**src/rtl/uart_echo_buffer_pkg.sv**
```systemverilog
// Shared types for the UART echo path: transmit FSM states
// and default widths reused by the transmit-side blocks.
package uart_echo_buffer_pkg;

   localparam int DATA_W_DEF     = 8;
   localparam int DEPTH_LOG2_DEF = 4;
   localparam int BUSY_TO_DEF    = 16;

   typedef enum logic [1:0] {
      IDLE,
      START,
      WAIT_BUSY,
      WAIT_DONE
   } tx_state_e;

endpackage

```
**src/rtl/uart_sync_fifo.sv**
```systemverilog
// Synchronous FIFO with registered read data and inferred RAM.
// Ports: clk, rst (async, active-low), push/din, pop/dout,
// count (0..2**DEPTH_LOG2), empty, full.
module uart_sync_fifo #(
   parameter int DATA_W     = 8,
   parameter int DEPTH_LOG2 = 4
) (
   input  logic                  clk,
   input  logic                  rst,
   input  logic                  push,
   input  logic [DATA_W-1:0]     din,
   input  logic                  pop,
   output logic [DATA_W-1:0]     dout,
   output logic [DEPTH_LOG2:0]   count,
   output logic                  empty,
   output logic                  full
);

   localparam int DEPTH = 2 ** DEPTH_LOG2;
   localparam logic [DEPTH_LOG2:0] FULL_CNT =
      {1'b1, {DEPTH_LOG2{1'b0}}};

   logic [DATA_W-1:0]     mem [DEPTH];
   logic [DEPTH_LOG2-1:0] wr_ptr;
   logic [DEPTH_LOG2-1:0] rd_ptr;
   logic                  do_push;
   logic                  do_pop;

   assign empty   = (count == '0);
   assign full    = (count == FULL_CNT);
   assign do_pop  = pop && !empty;
   // A full FIFO still accepts a write when a read frees
   // the slot in the same cycle; the read sees old data.
   assign do_push = push && (!full || do_pop);

   always_ff @(posedge clk) begin
      if (do_push) begin
         mem[wr_ptr] <= din;
      end
   end

   always_ff @(posedge clk or negedge rst) begin
      if (!rst) begin
         wr_ptr <= '0;
         rd_ptr <= '0;
         count  <= '0;
         dout   <= '0;
      end else begin
         if (do_push) begin
            wr_ptr <= wr_ptr + 1'b1;
         end
         if (do_pop) begin
            rd_ptr <= rd_ptr + 1'b1;
            dout   <= mem[rd_ptr];
         end
         if (do_push && !do_pop) begin
            count <= count + 1'b1;
         end else if (do_pop && !do_push) begin
            count <= count - 1'b1;
         end
      end
   end

endmodule

```
**src/rtl/uart_echo_buffer.sv**
```systemverilog
// Elastic byte buffer between UART receiver and transmitter.
// Ports: clk, rst (async, active-low), rx_data/rx_ready in,
// tx_busy in, tx_start/tx_data out, count/empty/full/overflow.
module uart_echo_buffer
   import uart_echo_buffer_pkg::*;
#(
   parameter int DATA_W     = DATA_W_DEF,
   parameter int DEPTH_LOG2 = DEPTH_LOG2_DEF,
   parameter int BUSY_TO    = BUSY_TO_DEF
) (
   input  logic                  clk,
   input  logic                  rst,
   input  logic [DATA_W-1:0]     rx_data,
   input  logic                  rx_ready,
   input  logic                  tx_busy,
   output logic                  tx_start,
   output logic [DATA_W-1:0]     tx_data,
   output logic [DEPTH_LOG2:0]   count,
   output logic                  empty,
   output logic                  full,
   output logic                  overflow
);

   localparam int TW = (BUSY_TO > 1) ? $clog2(BUSY_TO) : 1;
   localparam logic [TW-1:0] TO_LAST = TW'(BUSY_TO - 1);

   tx_state_e     state;
   logic [TW-1:0] timer;
   logic          pop;

   assign pop = (state == IDLE) && !empty && !tx_busy;

   // The FIFO read register doubles as the tx_data holding
   // register: it only changes on a pop, which only
   // happens back in IDLE.
   uart_sync_fifo #(
      .DATA_W     (DATA_W),
      .DEPTH_LOG2 (DEPTH_LOG2)
   ) u_fifo (
      .clk   (clk),
      .rst   (rst),
      .push  (rx_ready),
      .din   (rx_data),
      .pop   (pop),
      .dout  (tx_data),
      .count (count),
      .empty (empty),
      .full  (full)
   );

   always_ff @(posedge clk or negedge rst) begin
      if (!rst) begin
         overflow <= 1'b0;
      end else if (rx_ready && full && !pop) begin
         overflow <= 1'b1;
      end
   end

   always_ff @(posedge clk or negedge rst) begin
      if (!rst) begin
         state    <= IDLE;
         tx_start <= 1'b0;
         timer    <= '0;
      end else begin
         tx_start <= 1'b0;
         unique case (state)
            IDLE: begin
               if (pop) begin
                  state <= START;
               end
            end
            START: begin
               tx_start <= 1'b1;
               timer    <= '0;
               state    <= WAIT_BUSY;
            end
            WAIT_BUSY: begin
               // Transmitter never acknowledged: drop the byte.
               if (tx_busy) begin
                  state <= WAIT_DONE;
               end else if (timer == TO_LAST) begin
                  state <= IDLE;
               end else begin
                  timer <= timer + 1'b1;
               end
            end
            WAIT_DONE: begin
               if (!tx_busy) begin
                  state <= IDLE;
               end
            end
            default: state <= IDLE;
         endcase
      end
   end

endmodule

```
**config.mk**
```make
export PLATFORM = sky130hd
export DESIGN_NAME = uart_echo_buffer
export DESIGN_NICKNAME = d
export VERILOG_FILES = /design/src/rtl/uart_echo_buffer_pkg.sv /design/src/rtl/uart_sync_fifo.sv /design/src/rtl/uart_echo_buffer.sv
export SDC_FILE = /design/constraint.sdc
export NUM_CORES = 1
export LEC_CHECK = 0
export CAP_MARGIN = 20
export CELL_PAD_IN_SITES_DETAIL_PLACEMENT = 0
export CELL_PAD_IN_SITES_GLOBAL_PLACEMENT = 2
export CORE_ASPECT_RATIO = 0.5
export CORE_MARGIN = 1
export CORE_UTILIZATION = 48
export DETAILED_ROUTE_END_ITERATION = 10
export DONT_BUFFER_PORTS = 1
export PLACE_DENSITY = 0.79
export SYNTH_ARGS = -nofsm -noshare
export SYNTH_HDL_FRONTEND = slang
export SYNTH_SLANG_ARGS = --single-unit
export TNS_END_PERCENT = 100
```
**constraint.sdc**
```tcl
create_clock -name clk -period 3.1 [get_ports clk]
set_input_delay 0.62 -clock clk [delete_from_list [all_inputs] [get_ports clk]]
set_output_delay 0.62 -clock clk [all_outputs]
set_load 0.1 [all_outputs]
```
Word level (Yosys, flattened, before mapping)
Memories as Yosys holds them, arrays and structs flattened. A register that Yosys moved wholly into a read port is not among the register bits. Index checks and enable logic that the tools add are counted.

Logic and storage cells: 58. Bits of input ports: 12. Output and inout port bits: 17. Memories: 1. Register bits: 21. Bits in writable memories: 128.

Eq/ne operators: 10. Muxes and demuxes: 13. Add/sub/neg operators: 5. Reductions and logical operators: 22.

Memory list: u_fifo.mem (depth 16, bits a word 8, rd ports 1, clocked after memory_dff 1, write ports 1, RTL line uart_sync_fifo.sv:23) `logic [DATA_W-1:0] mem [DEPTH];`.

Operator list (count): adder 4 x 1 -> 4 bit (second input constant) (3); two-way mux 5 bit (2); logical AND 1 bit (8); two-way mux 2 bit (4); two-way mux 4 bit (2); inequality test 2 bit (second input constant) (4); case mux 2 bit (4 select lines) (1); case mux 4 bit (2 select lines) (1); logical NOT 1 bit (7); AND reduction 3 bit (2); adder 5 x 1 -> 5 bit (second input constant) (1); equality test 5 bit (second input constant) (1); logical NOT 5 bit (1); subtractor 5 x 1 -> 5 bit (second input constant) (1); equality test 2 bit (second input constant) (2); equality test 4 bit (second input constant) (1); nonzero test 2 bit (2); two-way mux 1 bit (3); inequality test 3 bit (second input constant) (1); equality test 2 x 1 -> 1 bit (second input constant) (1); logical NOT 2 bit (1); logical OR 1 bit (1).

Logic depth before layout (Yosys ltp)
Depth in word-level cells: 11. Depth in mapped cells: 10. Mapped depth without buffers: 9.

Hierarchy
A second synthesis with hierarchy kept.

Cells, all modules: 342. Area total of the unflattened synthesis: 6372.4 sq um.

Modules (own cells, without submodules): uart_sync_fifo (area each 5970.7 sq um, cells each 305, instances 1, sequential area each 4369.2 sq um); uart_echo_buffer (area each 401.6 sq um, cells each 37, instances 1, sequential area each 200.2 sq um).

Least setup slack after synthesis
OpenSTA, ideal clock, no wires.

Kind: register -> output. From: register u_fifo.count[0]. To: output empty. Required time: 2480 ps. Cell stages (with the launch flop): 3. Buffers on the path: 0. Arrival time: 2732 ps. Setup slack: -252 ps. Path through: dfrtp_1 or4_1 nor2_1.

Word-level cells in the longest chain between the ends: 1.

RTL lines: from (decl) (RTL line uart_sync_fifo.sv:14) `output logic [DEPTH_LOG2:0] count,`; from (signal assigned) (RTL line uart_sync_fifo.sv:57) `count <= count + 1'b1;`; from (signal assigned) (RTL line uart_sync_fifo.sv:59) `count <= count - 1'b1;`; logical NOT 5 bit (RTL line uart_sync_fifo.sv:29) `assign empty = (count == '0);`; to (decl) (RTL line uart_echo_buffer.sv:19) `output logic empty,`.

No other way between the ends.

Final worst setup path
From: register u_fifo.count[0]. To: register u_fifo.count[4].

Word-level cells in the longest chain between the ends: 10. Elaborated cells between the ends (all ways): 18. Classes of those cells: add/sub (2); eq/ne (1); mux (2); reduce/logical (13).

RTL lines: logical NOT 5 bit (RTL line uart_sync_fifo.sv:29); logical NOT 1 bit (RTL line uart_sync_fifo.sv:31, uart_echo_buffer.sv:31); logical AND 1 bit (2 in series) (RTL line uart_echo_buffer.sv:31) `assign pop = (state == IDLE) && !empty && !tx_busy;`; logical AND 1 bit (RTL line uart_sync_fifo.sv:31) `assign do_pop = pop && !empty;`; logical OR 1 bit (RTL line uart_sync_fifo.sv:34) `assign do_push = push && (!full || do_pop);`; logical AND 1 bit (RTL line uart_sync_fifo.sv:34); logical NOT 1 bit (RTL line uart_sync_fifo.sv:58) `end else if (do_pop && !do_push) begin`; logical AND 1 bit (RTL line uart_sync_fifo.sv:58); nonzero test 2 bit (no source line).

Several ways; a longest one is shown, not always the timed one. The select of a mux whose other input is x is not followed. A chain may end at the register's enable or synchronous reset.

==> reports/metrics.cfg <==
[grt]
grt_usage=0.191
grt_start_max_net_pins=36
grt_pass1_wl_um=19200
use_met3=0.0545
gr-usage-met2=0.301
grt.busiest_layer=met2
antenna_found_initial=0
grt-ovfl-total=0
first_global_vias=3202
grt.met1_usage=0.261

[sta]
period_needed_ps=2720
finalCritPeriodShare=0.879
hold_viol=0
rsz0062_at_grt=false
worstMarginPinSlew_ps=1040
skew_ps=10.7
final.setup.tns_ps=0
setup_viol=0
fmax_mhz=367
slew_headroom=0.310
drv_slew=0

[route]
drt_wl_total_um=12200
drc=2
detail-route-antenna-nets=0
viasPerCell=5.69
post_drt_wl_per_cell_um=22.3
firstDrtPassIters=7
vias=3125
initialDrtViolationCount=292

[power]
power_mw=7.51
power_leakage_nw=2.60
ir_worst_vdd_mv=0.492
power_density_nw_per_um2=1030

[yosys]
synth_compound_area_frac=0.0491
ys_seq_area_frac=0.709
synth_top_area_frac=0.596
syn_inst=347
synth-async-reset-ratio=0.185
synth_commonest_cells=128 x edfxtp_1, 29 x dfrtp_1, 23 x mux4_2
muxShareOfSynthArea=0.134
ys.flop_type=edfxtp_1
synth_nets=370
avgSynthCellArea_um2=18.6
synth-seq-cells=157
synthAdderAreaFrac=0.0225
yosys.area_share.simple=0.0466
synth_xor_area_frac=0.0136
synth_warnings=0
synth_top_family_by_area=multiplexers
post_synth_instance_area_um2=6450
synth_area_leaders=edfxtp_1 60%, dfrtp_1 11%, mux4_2 8.0%
synth_most_common_cell=edfxtp_1
yosysTopAreaCell=edfxtp_1
synth.distinct_cells=42
synth_edf_count=128

[critical_path]
worstPathCellList=or4_1 -> o21bai_2 -> ha_1 -> inv_1 -> fa_1 -> a21o_1 -> a21oi_1 -> mux2i_1 -> xnor2_1
worst-path-buf-inv=1
cp_top_family=adder cells
cp_max_fo=6
crit_path_end_kind=flop
path_class=reg2reg
slowest_delay_ps=580
cp_slowest_cell=or4_1
required_ps=3440
worst_ep_arrival_time_ps=3060
critPathLaunchType=flop

[die]
num_rows=29
ios=29
die_h_um=84.0
initial_core_util=0.501
die_w_um=166
coreArea_um2=12900
die_area_um2=13900

[clock_tree]
cts_setup_buffers=0
clk_pin_slew_ps=60
cts_buffer_depth=2
insertion_delay_ps=420
h-tree-depth=4
clock_sinks=157
root_buffer=clkbuf_16
cts_tree=built
numCtsBuffers=17

[final_layout]
antenna_cells=0
layout-drive-gt1-share=0.219
syn2layout_area_growth_pct=12.9
n_fill_cell=954
nets=390

[run]
cap_violations=0

[run_status]
violations=design-rule violations
outcome=complete, but fails checks

[placed_design]
dp_hpwl_um=7840
place_congestion=0.778
portBuffers=0

[hold_path]
worst_hold_path_type=in2async

==> cells in the final DEF, fill, tap and decap left out, drive strengths merged, types with 2 or more instances in the layout <==
cell type | netlist | layout
edfxtp | 128 | 128
mux4 | 32 | 32
dfrtp | 29 | 29
inv | 12 | 20
clkbuf | 3 | 17
buf | 13 | 17
and2 | 13 | 13
a21oi | 12 | 12
nor2 | 11 | 11
ha | 10 | 10
mux2i | 9 | 9
nor2b | 8 | 8
a211o | 8 | 8
a22o | 8 | 8
nand2 | 8 | 8
xnor2 | 7 | 7
o21ai | 6 | 6
nand3 | 6 | 6
xor2 | 3 | 3
clkinv | 0 | 3
a21o | 2 | 2
mux2 | 2 | 2
clkinvlp | 0 | 2
a31oi | 2 | 2
==> worst paths after layout <==
kind / startpoint / to / slack (ps) / cells past startpoint
max in group asynchronous: rst / u_fifo.count[2]$_DFFE_PN0P_ / 2880 / 1
min in group clk: rx_data[6] / u_fifo.mem[14][6]$_DFFE_PP_ / 290 / 0
min reg2reg: timer[0]$_DFFE_PN0P_ / timer[0]$_DFFE_PN0P_ / 540 / 1
max: u_fifo.count[0]$_DFFE_PN0P_ / u_fifo.count[4]$_DFFE_PN0P_ / 380 / 9
max reg2reg: u_fifo.count[0]$_DFFE_PN0P_ / u_fifo.count[4]$_DFFE_PN0P_ / 380 / 9
min: rst / u_fifo.count[1]$_DFFE_PN0P_ / 30 / 1
==> report_power, final <==
part / internal, mW / leakage (nW) / switching (mW)
sequential: 2.62 / 1.51 / 0.744
clock: 1.13 / 0.278 / 0.881
combinational: 0.951 / 0.815 / 1.18
total: 4.71 / 2.60 / 2.80
==> metal layers <==
metal	wire length [µm]	vias to the layer above
met3	763	2
met5	0	-
met2	5960	86
met4	35	0
li1	-	1412
met1	5470	1625
==> through the flow <==
step	cells	hold WS, ps	utilization	setup slack, ps	instance area [µm²]
floorplan	347	324	-	28.3	6450
global placement	517	325	0.519	379	6690
detailed placement	517	325	0.519	344	6690
CTS	549	22.4	0.565	350	7280
global route	549	21.9	0.565	220	7280
finish	549	27.3	0.565	376	7280
==> final cells by class <==
cell class | count | area, µm² | area share
clock buffer | 17 | 425 | 0.0584
clock inverter | 14 | 150 | 0.0206
inverter | 12 | 45.0 | 0.00619
multi-input combinational | 162 | 1720 | 0.236
sequential | 157 | 4580 | 0.628
tap | 170 | 213 | 0.0292
timing repair buffer | 17 | 153 | 0.0210
==> cells by family after synthesis <==
group / count (synthesis)
adder cells (fa/ha/maj): 11
multiplexers: 43
AND/OR/NAND/NOR: 55
AO/OA/AOI/OAI: 43
XOR/XNOR: 10
flip-flops: 157
buffers and inverters: 28
==> registers in the layout (all words and copies together) (netlist names) <==
name / flops
u_fifo.mem: 128
u_fifo.dout: 8
u_fifo.count: 5
timer: 4
u_fifo.rd_ptr: 4
u_fifo.wr_ptr: 4
state: 2
overflow: 1
tx_start: 1
==> repair_timing <==
action / in CTS / in global routing
endpoints found under the hold margin: 29 / 0
gates resized for setup: 0 / 0
hold buffers: 1 / 0
Note: power is estimated with default switching activity, not from simulation.
